$ cat config.mk
export PLATFORM = sky130hd
export DESIGN_NAME = rf_phoenix_mc_alu_sched
export DESIGN_NICKNAME = d
export VERILOG_FILES = /design/src/rtl/rfPhoenixPkg.sv /design/src/rtl/rf_phoenix_mc_alu_resq.sv /design/src/rtl/rf_phoenix_mc_alu_sched.sv
export SDC_FILE = /design/constraint.sdc
export NUM_CORES = 1
export LEC_CHECK = 0
export CAP_MARGIN = 15
export CORE_AREA = 4 4 345 347
export CTS_BUF_LIST = sky130_fd_sc_hd__clkbuf_4
export CTS_CLUSTER_DIAMETER = 60
export DETAILED_ROUTE_END_ITERATION = 6
export DIE_AREA = 0 0 349 351
export PLACE_DENSITY_LB_ADDON = 0.2
export RECOVER_POWER = 100
export SLEW_MARGIN = 20
export SYNTH_ARGS = -nofsm -noshare
export SYNTH_HDL_FRONTEND = slang
export SYNTH_SLANG_ARGS = --single-unit
$ cat constraint.sdc
create_clock -name clk -period 8.9 [get_ports clk]
set_input_delay 2.67 -clock clk [delete_from_list [all_inputs] [get_ports clk]]
set_output_delay 2.67 -clock clk [all_outputs]
set_load 0.05 [all_outputs]
$ cat src/rtl/rfPhoenixPkg.sv
// rfPhoenixPkg: shared types and constants for the multi-cycle ALU scheduler.
package rfPhoenixPkg;

  localparam int unsigned VALUE_W     = 32;
  localparam int unsigned INSN_W      = 32;
  localparam int unsigned MCALU_TAG_W = 4;

  typedef logic [VALUE_W-1:0]     Value;
  typedef logic [INSN_W-1:0]      Instruction;
  typedef logic [MCALU_TAG_W-1:0] McAluTag;

  // One buffered ALU result: requester tag plus the result value.
  typedef struct packed {
    McAluTag rid;
    Value    val;
  } McAluResult;

  // Opcode-NOP encoding presented to the ALU in cycles with no issue.
  localparam Instruction MCALU_NOP = Instruction'(32'h0000_007F);

endpackage

$ cat src/rtl/rf_phoenix_mc_alu_resq.sv
// rf_phoenix_mc_alu_resq: synchronous result FIFO with a registered head.
// Push and pop may coincide at any occupancy; a push into an empty queue
// becomes visible at the head on the following cycle (no bypass).
module rf_phoenix_mc_alu_resq
  import rfPhoenixPkg::*;
#(
  parameter int unsigned DEPTH = 8
)
(
  input  logic       clk,
  input  logic       rst,
  input  logic       i_push,
  input  McAluResult i_data,
  input  logic       i_pop,
  output logic       o_valid,
  output McAluResult o_head
);

  localparam int unsigned AW = $clog2(DEPTH);
  localparam int unsigned CW = $clog2(DEPTH + 1);

  McAluResult    r_mem [DEPTH];
  logic [AW-1:0] r_wr;
  logic [AW-1:0] r_rd;
  logic [CW-1:0] r_cnt;
  logic          w_pop;

  // Pointer advance with wrap for non-power-of-two depths.
  function automatic logic [AW-1:0] wrap_inc(input logic [AW-1:0] p);
    return (p == AW'(DEPTH - 1)) ? '0 : p + AW'(1);
  endfunction

  assign w_pop   = i_pop && (r_cnt != '0);
  assign o_valid = (r_cnt != '0);
  assign o_head  = r_mem[r_rd];

  // Storage write; contents need no reset since occupancy gates validity.
  always_ff @(posedge clk) begin
    if (i_push) begin
      r_mem[r_wr] <= i_data;
    end
  end

  // Read/write pointers and occupancy count.
  always_ff @(posedge clk) begin
    if (rst) begin
      r_wr  <= '0;
      r_rd  <= '0;
      r_cnt <= '0;
    end else begin
      if (i_push) begin
        r_wr <= wrap_inc(r_wr);
      end
      if (w_pop) begin
        r_rd <= wrap_inc(r_rd);
      end
      case ({i_push, w_pop})
        2'b10:   r_cnt <= r_cnt + CW'(1);
        2'b01:   r_cnt <= r_cnt - CW'(1);
        default: r_cnt <= r_cnt;
      endcase
    end
  end

endmodule

$ cat src/rtl/rf_phoenix_mc_alu_sched.sv
// rf_phoenix_mc_alu_sched: issue scheduler and credit-protected result buffer
// for the shared non-stallable multi-cycle ALU.
// Optional feature macro: RFPHOENIX_MCALU_SCHED_RR_EN selects round-robin
// arbitration with a registered pointer; otherwise fixed priority (index 0).
module rf_phoenix_mc_alu_sched
  import rfPhoenixPkg::*;
#(
  parameter int unsigned NREQ  = 4,
  parameter int unsigned LAT   = 7,
  parameter int unsigned DEPTH = 8
)
(
  input  logic            rst,
  input  logic            clk,
  input  logic [NREQ-1:0] req,
  input  Instruction      req_ir  [NREQ],
  input  Value            req_a   [NREQ],
  input  Value            req_b   [NREQ],
  input  Value            req_c   [NREQ],
  input  Value            req_imm [NREQ],
  output logic [NREQ-1:0] gnt,
  output Instruction      alu_ir,
  output Value            alu_a,
  output Value            alu_b,
  output Value            alu_c,
  output Value            alu_imm,
  output McAluTag         alu_ridi,
  input  Value            alu_o,
  input  McAluTag         alu_rido,
  output logic            res_valid,
  output McAluTag         res_rid,
  output Value            res_o,
  input  logic            res_ack,
  output logic            busy,
  output logic            rid_err
);

  localparam int unsigned CW = $clog2(DEPTH + 1);

  logic [CW-1:0]   r_cred;
  logic            r_v0;
  logic [LAT:1]    r_vpipe;
  McAluTag         r_rpipe [LAT:1];
  logic            r_rid_err;

  logic            w_pop;
  logic            w_can_issue;
  logic            w_issue;
  logic            w_found;
  McAluTag         w_off;
  McAluTag         w_win;
  logic [NREQ-1:0] w_req_rot;
  Instruction      w_ir;
  Value            w_a;
  Value            w_b;
  Value            w_c;
  Value            w_imm;
  McAluResult      w_push_data;
  McAluResult      w_head;

`ifdef RFPHOENIX_MCALU_SCHED_RR_EN
  McAluTag         r_ptr;
  logic [4:0]      w_sum;

  // Rotate requests so the search starts at the round-robin pointer.
  assign w_req_rot = NREQ'({req, req} >> r_ptr);

  // Map the rotated offset back to an absolute requester index.
  always_comb begin
    w_sum = 5'(r_ptr) + 5'(w_off);
    w_win = (w_sum >= 5'(NREQ)) ? McAluTag'(w_sum - 5'(NREQ)) : McAluTag'(w_sum);
  end

  // Next search starts just after the last winner; held when idle.
  always_ff @(posedge clk) begin
    if (rst) begin
      r_ptr <= '0;
    end else if (w_issue) begin
      r_ptr <= (w_win == McAluTag'(NREQ - 1)) ? '0 : w_win + McAluTag'(1);
    end
  end
`else
  assign w_req_rot = req;
  assign w_win     = w_off;
`endif

  // Lowest asserted bit of the (possibly rotated) request vector wins.
  always_comb begin
    w_found = 1'b0;
    w_off   = '0;
    for (int k = int'(NREQ) - 1; k >= 0; k--) begin
      if (w_req_rot[k]) begin
        w_found = 1'b1;
        w_off   = McAluTag'(k);
      end
    end
  end

  // A pop in the same cycle frees the credit the new issue needs.
  assign w_pop       = res_ack && res_valid;
  assign w_can_issue = (r_cred < CW'(DEPTH)) || w_pop;
  assign w_issue     = w_found && w_can_issue;
  assign gnt         = w_issue ? (NREQ'(1) << w_win) : '0;

  // Select the granted requester's payload.
  always_comb begin
    w_ir  = MCALU_NOP;
    w_a   = '0;
    w_b   = '0;
    w_c   = '0;
    w_imm = '0;
    for (int k = 0; k < int'(NREQ); k++) begin
      if (gnt[k]) begin
        w_ir  = req_ir[k];
        w_a   = req_a[k];
        w_b   = req_b[k];
        w_c   = req_c[k];
        w_imm = req_imm[k];
      end
    end
  end

  // Issue register: operands hold when idle, instruction drops to NOP.
  always_ff @(posedge clk) begin
    if (rst) begin
      r_v0     <= 1'b0;
      alu_ir   <= MCALU_NOP;
      alu_a    <= '0;
      alu_b    <= '0;
      alu_c    <= '0;
      alu_imm  <= '0;
      alu_ridi <= '0;
    end else begin
      r_v0 <= w_issue;
      if (w_issue) begin
        alu_ir   <= w_ir;
        alu_a    <= w_a;
        alu_b    <= w_b;
        alu_c    <= w_c;
        alu_imm  <= w_imm;
        alu_ridi <= w_win;
      end else begin
        alu_ir <= MCALU_NOP;
      end
    end
  end

  // In-flight valid and expected-rid pipelines, aligned with the ALU latency.
  always_ff @(posedge clk) begin
    if (rst) begin
      r_vpipe <= '0;
      for (int k = 1; k <= int'(LAT); k++) begin
        r_rpipe[k] <= '0;
      end
    end else begin
      r_vpipe[1] <= r_v0;
      r_rpipe[1] <= alu_ridi;
      for (int k = 2; k <= int'(LAT); k++) begin
        r_vpipe[k] <= r_vpipe[k-1];
        r_rpipe[k] <= r_rpipe[k-1];
      end
    end
  end

  // Credits count in-flight plus buffered operations.
  always_ff @(posedge clk) begin
    if (rst) begin
      r_cred <= '0;
    end else begin
      case ({w_issue, w_pop})
        2'b10:   r_cred <= r_cred + CW'(1);
        2'b01:   r_cred <= r_cred - CW'(1);
        default: r_cred <= r_cred;
      endcase
    end
  end

  // Sticky flag for a returning tag that disagrees with the issued one.
  always_ff @(posedge clk) begin
    if (rst) begin
      r_rid_err <= 1'b0;
    end else if (r_vpipe[LAT] && (alu_rido != r_rpipe[LAT])) begin
      r_rid_err <= 1'b1;
    end
  end

  assign w_push_data = '{rid: alu_rido, val: alu_o};

  rf_phoenix_mc_alu_resq #(
    .DEPTH (DEPTH)
  ) u_resq (
    .clk     (clk),
    .rst     (rst),
    .i_push  (r_vpipe[LAT]),
    .i_data  (w_push_data),
    .i_pop   (w_pop),
    .o_valid (res_valid),
    .o_head  (w_head)
  );

  assign res_rid = w_head.rid;
  assign res_o   = w_head.val;
  assign busy    = (r_cred != '0);
  assign rid_err = r_rid_err;

endmodule

==> run summary <==
Status = finished with violations
Failing checks = max-capacitance violations, max-slew violations
First-pass DRT Iterations = 5
Die H = 351 µm
CP required = 6230 ps
Worst reg2reg path endpoint = u_resq.r_mem[3][8]
Setup violations, final = 0
# fillers = 12000
Hold WC Path Type = register to register
Horiz. Die Dim = 349 µm
Setup CP Type = input pin to output pin
CP max stage delay = 950 ps
Hold Path Depth = 1
DR WL/cell = 30.0 µm
# Post-CTS Setup Buffers = 0
Initial antenna violation count = 120
Worst Path Arrival = 5100 ps
Highest Clock Rate = 129 MHz
Post-layout instance area = 33700 µm²
PwrDens = 172 nW/µm²
Hold_sp = r_vpipe[4]
Final #Nets = 3398
Layout cells sized above 1 = 12.9%
CP delay by family, top = buffers and inverters
Distinct cell type count after synthesis = 42
Crit Path Max Fanout = 56
Post-layout min period = 7770 ps
Critical Path Sink Type = output pin
Core area = 116000 µm²
Flops & latches, synth = 490
Worst path cell trace = clkdlybuf4s50_1 -> o41ai_4 -> buf_4 -> and2_4 -> clkbuf_2 -> nor2_1 -> buf_4
Final period util = 87.3%
IR Drop Worst-Case VDD = 0.0886 mV
RSZ-0062 raised after global routing = false
Synth Cell Area = 21400 µm²
Die area = 122000 µm²
Vias per std cell = 4.61
Clk slew on worst S/H paths = 60 ps
Vias in the first global route = 20600
Worst Skew = 58.0 ps
Global route overflow = 0
CTS Sinks = 490
Remaining DRCs = 0
Max-slew violations = 514
Maximum root-to-sink buffer count = 3
Final hold vios = 0
Clk_lat worst skew = 1030 ps
Final wirelength = 131000 µm
Mapped Avg Cell Area = 11.9 µm²
Starting density of the core = 18.5%
Worst r2r src = r_vpipe[7]
Area delta synth->final = 57.4%
H-tree Lvls = 4
Sequential element share of the synthesized area = 59.2%
CTS Hold Bufs = 0
CTS Buf Count = 147
Post-DP HPWL = 100000 µm
Fin Setup TNS = 0 ps
CTS tree = built
Hold Path Sink = r_vpipe[5]
Critical path buffer and inverter count = 4
Max-cap violations = 15
Critical-path top delay cell = clkbuf_2
Post-CTS resize count = 0
CTS Root Cell = clkbuf_4
Worst Tran Pin Value = 4930 ps
Non-Filler Instances = 4370
Mapped Cells = 1804
Iter 0 DRT Violations = 1547
Port Buffers = 887
Yosys warns = 0
Flop2flop setup slack = 5020 ps
Reg2Reg Depth = 3
GRT Overall Usage = 20.5%
# IOs = 890
Fin Hold WS = 401 ps
Max_slew headroom = -229%
P_leak = 11.7 nW
Placed instance area = 31900 µm²
Gpl congestion = 0.939
CP most frequent cell = buf_4
Global-route wire length before repair = 172000 µm
DR vias = 20100
Core Rows = 125
CP startpoint kind = input pin
Placed cells = 4079
Final ANT Viol Nets = 0
Pin count of the biggest net entering global routing = 133
## placed cells by master, fill, tap and decap left out, types with 12 or more instances in the layout
master	netlist	final
diode_2	0	49
clkbuf_1	111	12
mux2_2	36	36
edfxtp_1	288	288
dfxtp_1	202	200
clkbuf_4	0	209
a21oi_1	150	150
clkdlybuf4s50_1	0	645
o22ai_1	131	131
a221oi_1	29	29
buf_4	10	13
nor2b_1	26	25
o21a_1	129	128
clkinv_1	0	17
nand2_1	144	143
mux4_2	72	72
a22oi_1	156	156
dlygate4sd3_1	0	237
nor2_1	211	211
## routing by layer
layer,GRT usage (%),vias to the layer above,wire [µm]
met1,23.0,9923,48800
met5,0,-,219
met2,33.4,1042,63300
met3,9.57,311,13900
li1,-,8824,-
met4,8.83,34,4930
## cells in the mapped netlist
master,number,area (µm²)
edfxtp_1,288,8650
nor2_1,211,792
dfxtp_1,202,4040
a22oi_1,156,1170
a21oi_1,150,751
nand2_1,144,541
o22ai_1,131,820
o21a_1,129,968
clkbuf_1,111,417
mux4_2,72,1620
buf_2,36,180
mux2_2,36,405
a221oi_1,29,254
nor2b_1,26,163
buf_4,10,75.1
ha_1,10,125
inv_1,9,33.8
buf_1,7,26.3
xor2_1,7,61.3
nor3_1,5,25.0
o21ai_0,5,25.0
a211o_1,3,26.3
nand2b_1,3,18.8
and2_1,2,12.5
mux2i_1,2,20.0
or3_1,2,12.5
or4_1,2,15.0
xnor2_1,2,17.5
a2111oi_4,1,27.5
a21o_1,1,7.51
a22o_1,1,8.76
and3_1,1,6.26
conb_1,1,3.75
fa_1,1,20.0
nor3b_1,1,7.51
nor4_1,1,6.26
nor4b_1,1,8.76
nor4bb_1,1,10.0
o31ai_1,1,7.51
o41ai_4,1,27.5
or2_1,1,6.26
or2_2,1,6.26
## metrics by stage
stage,util [%],total power [mW],worst slack [ps]
final,29.1,5.79,1130
after global routing,29.0,6.07,1050
after CTS,29.1,5.93,1430
after detailed placement,27.5,3.63,1450
after global placement,27.5,3.63,1430
after floorplan,-,3.00,2150
## cell type report
type                            instances  area, µm²  share of cell area (%)
Antenna cell                           49        123                   0.364
Clock buffer                          209       1570                    4.65
Clock inverter                         33        277                   0.820
Inverter                                9       33.8                   0.100
Multi-Input combinational cell       1142       8040                    23.8
Sequential cell                       490      12700                    37.7
Tap cell                             1524       1910                    5.66
Timing Repair Buffer                  914       9070                    26.9
## how the worst max path moves through the flow
stage | slack, ps | from | endpoint | depth (start not counted)
global placement | 1430 | res_ack | gnt[0] | 6
floorplan | 2150 | res_ack | gnt[3] | 5
CTS | 1430 | res_ack | gnt[0] | 6
finish | 1130 | res_ack | gnt[1] | 7
global route | 1050 | res_ack | gnt[1] | 7
detailed placement | 1450 | res_ack | gnt[0] | 6
## power breakdown
part	internal [mW]	switching, mW
Combinational	0.457	0.604
Sequential	2.46	0.0313
Clock	1.19	1.05
Total	4.11	1.68
## flip-flops by register name, indices dropped and copies added (netlist names), named ones only
name	cells
r_v0	1
r_cred	4
u_resq.r_mem	288
alu_b	32
alu_c	32
alu_a	32
alu_ir	32
u_resq.r_wr	3
alu_ridi	2
u_resq.r_cnt	4
rid_err	1
alu_imm	32
r_rpipe	14
u_resq.r_rd	3
r_vpipe	7
## kinds of logic after synthesis
kind of cell,count (synthesis),synth area share (%)
DFF,490,59.2
xor gates and xnor gates,9,0.368
adders and majority gates,11,0.677
AOI/OAI and AO/OA,608,19.1
other,1,0.0175
buffers and inverters,173,3.42
muxes,110,9.55
and+or+nand+nor,402,7.61
Note: power is estimated with default switching activity, not from simulation.
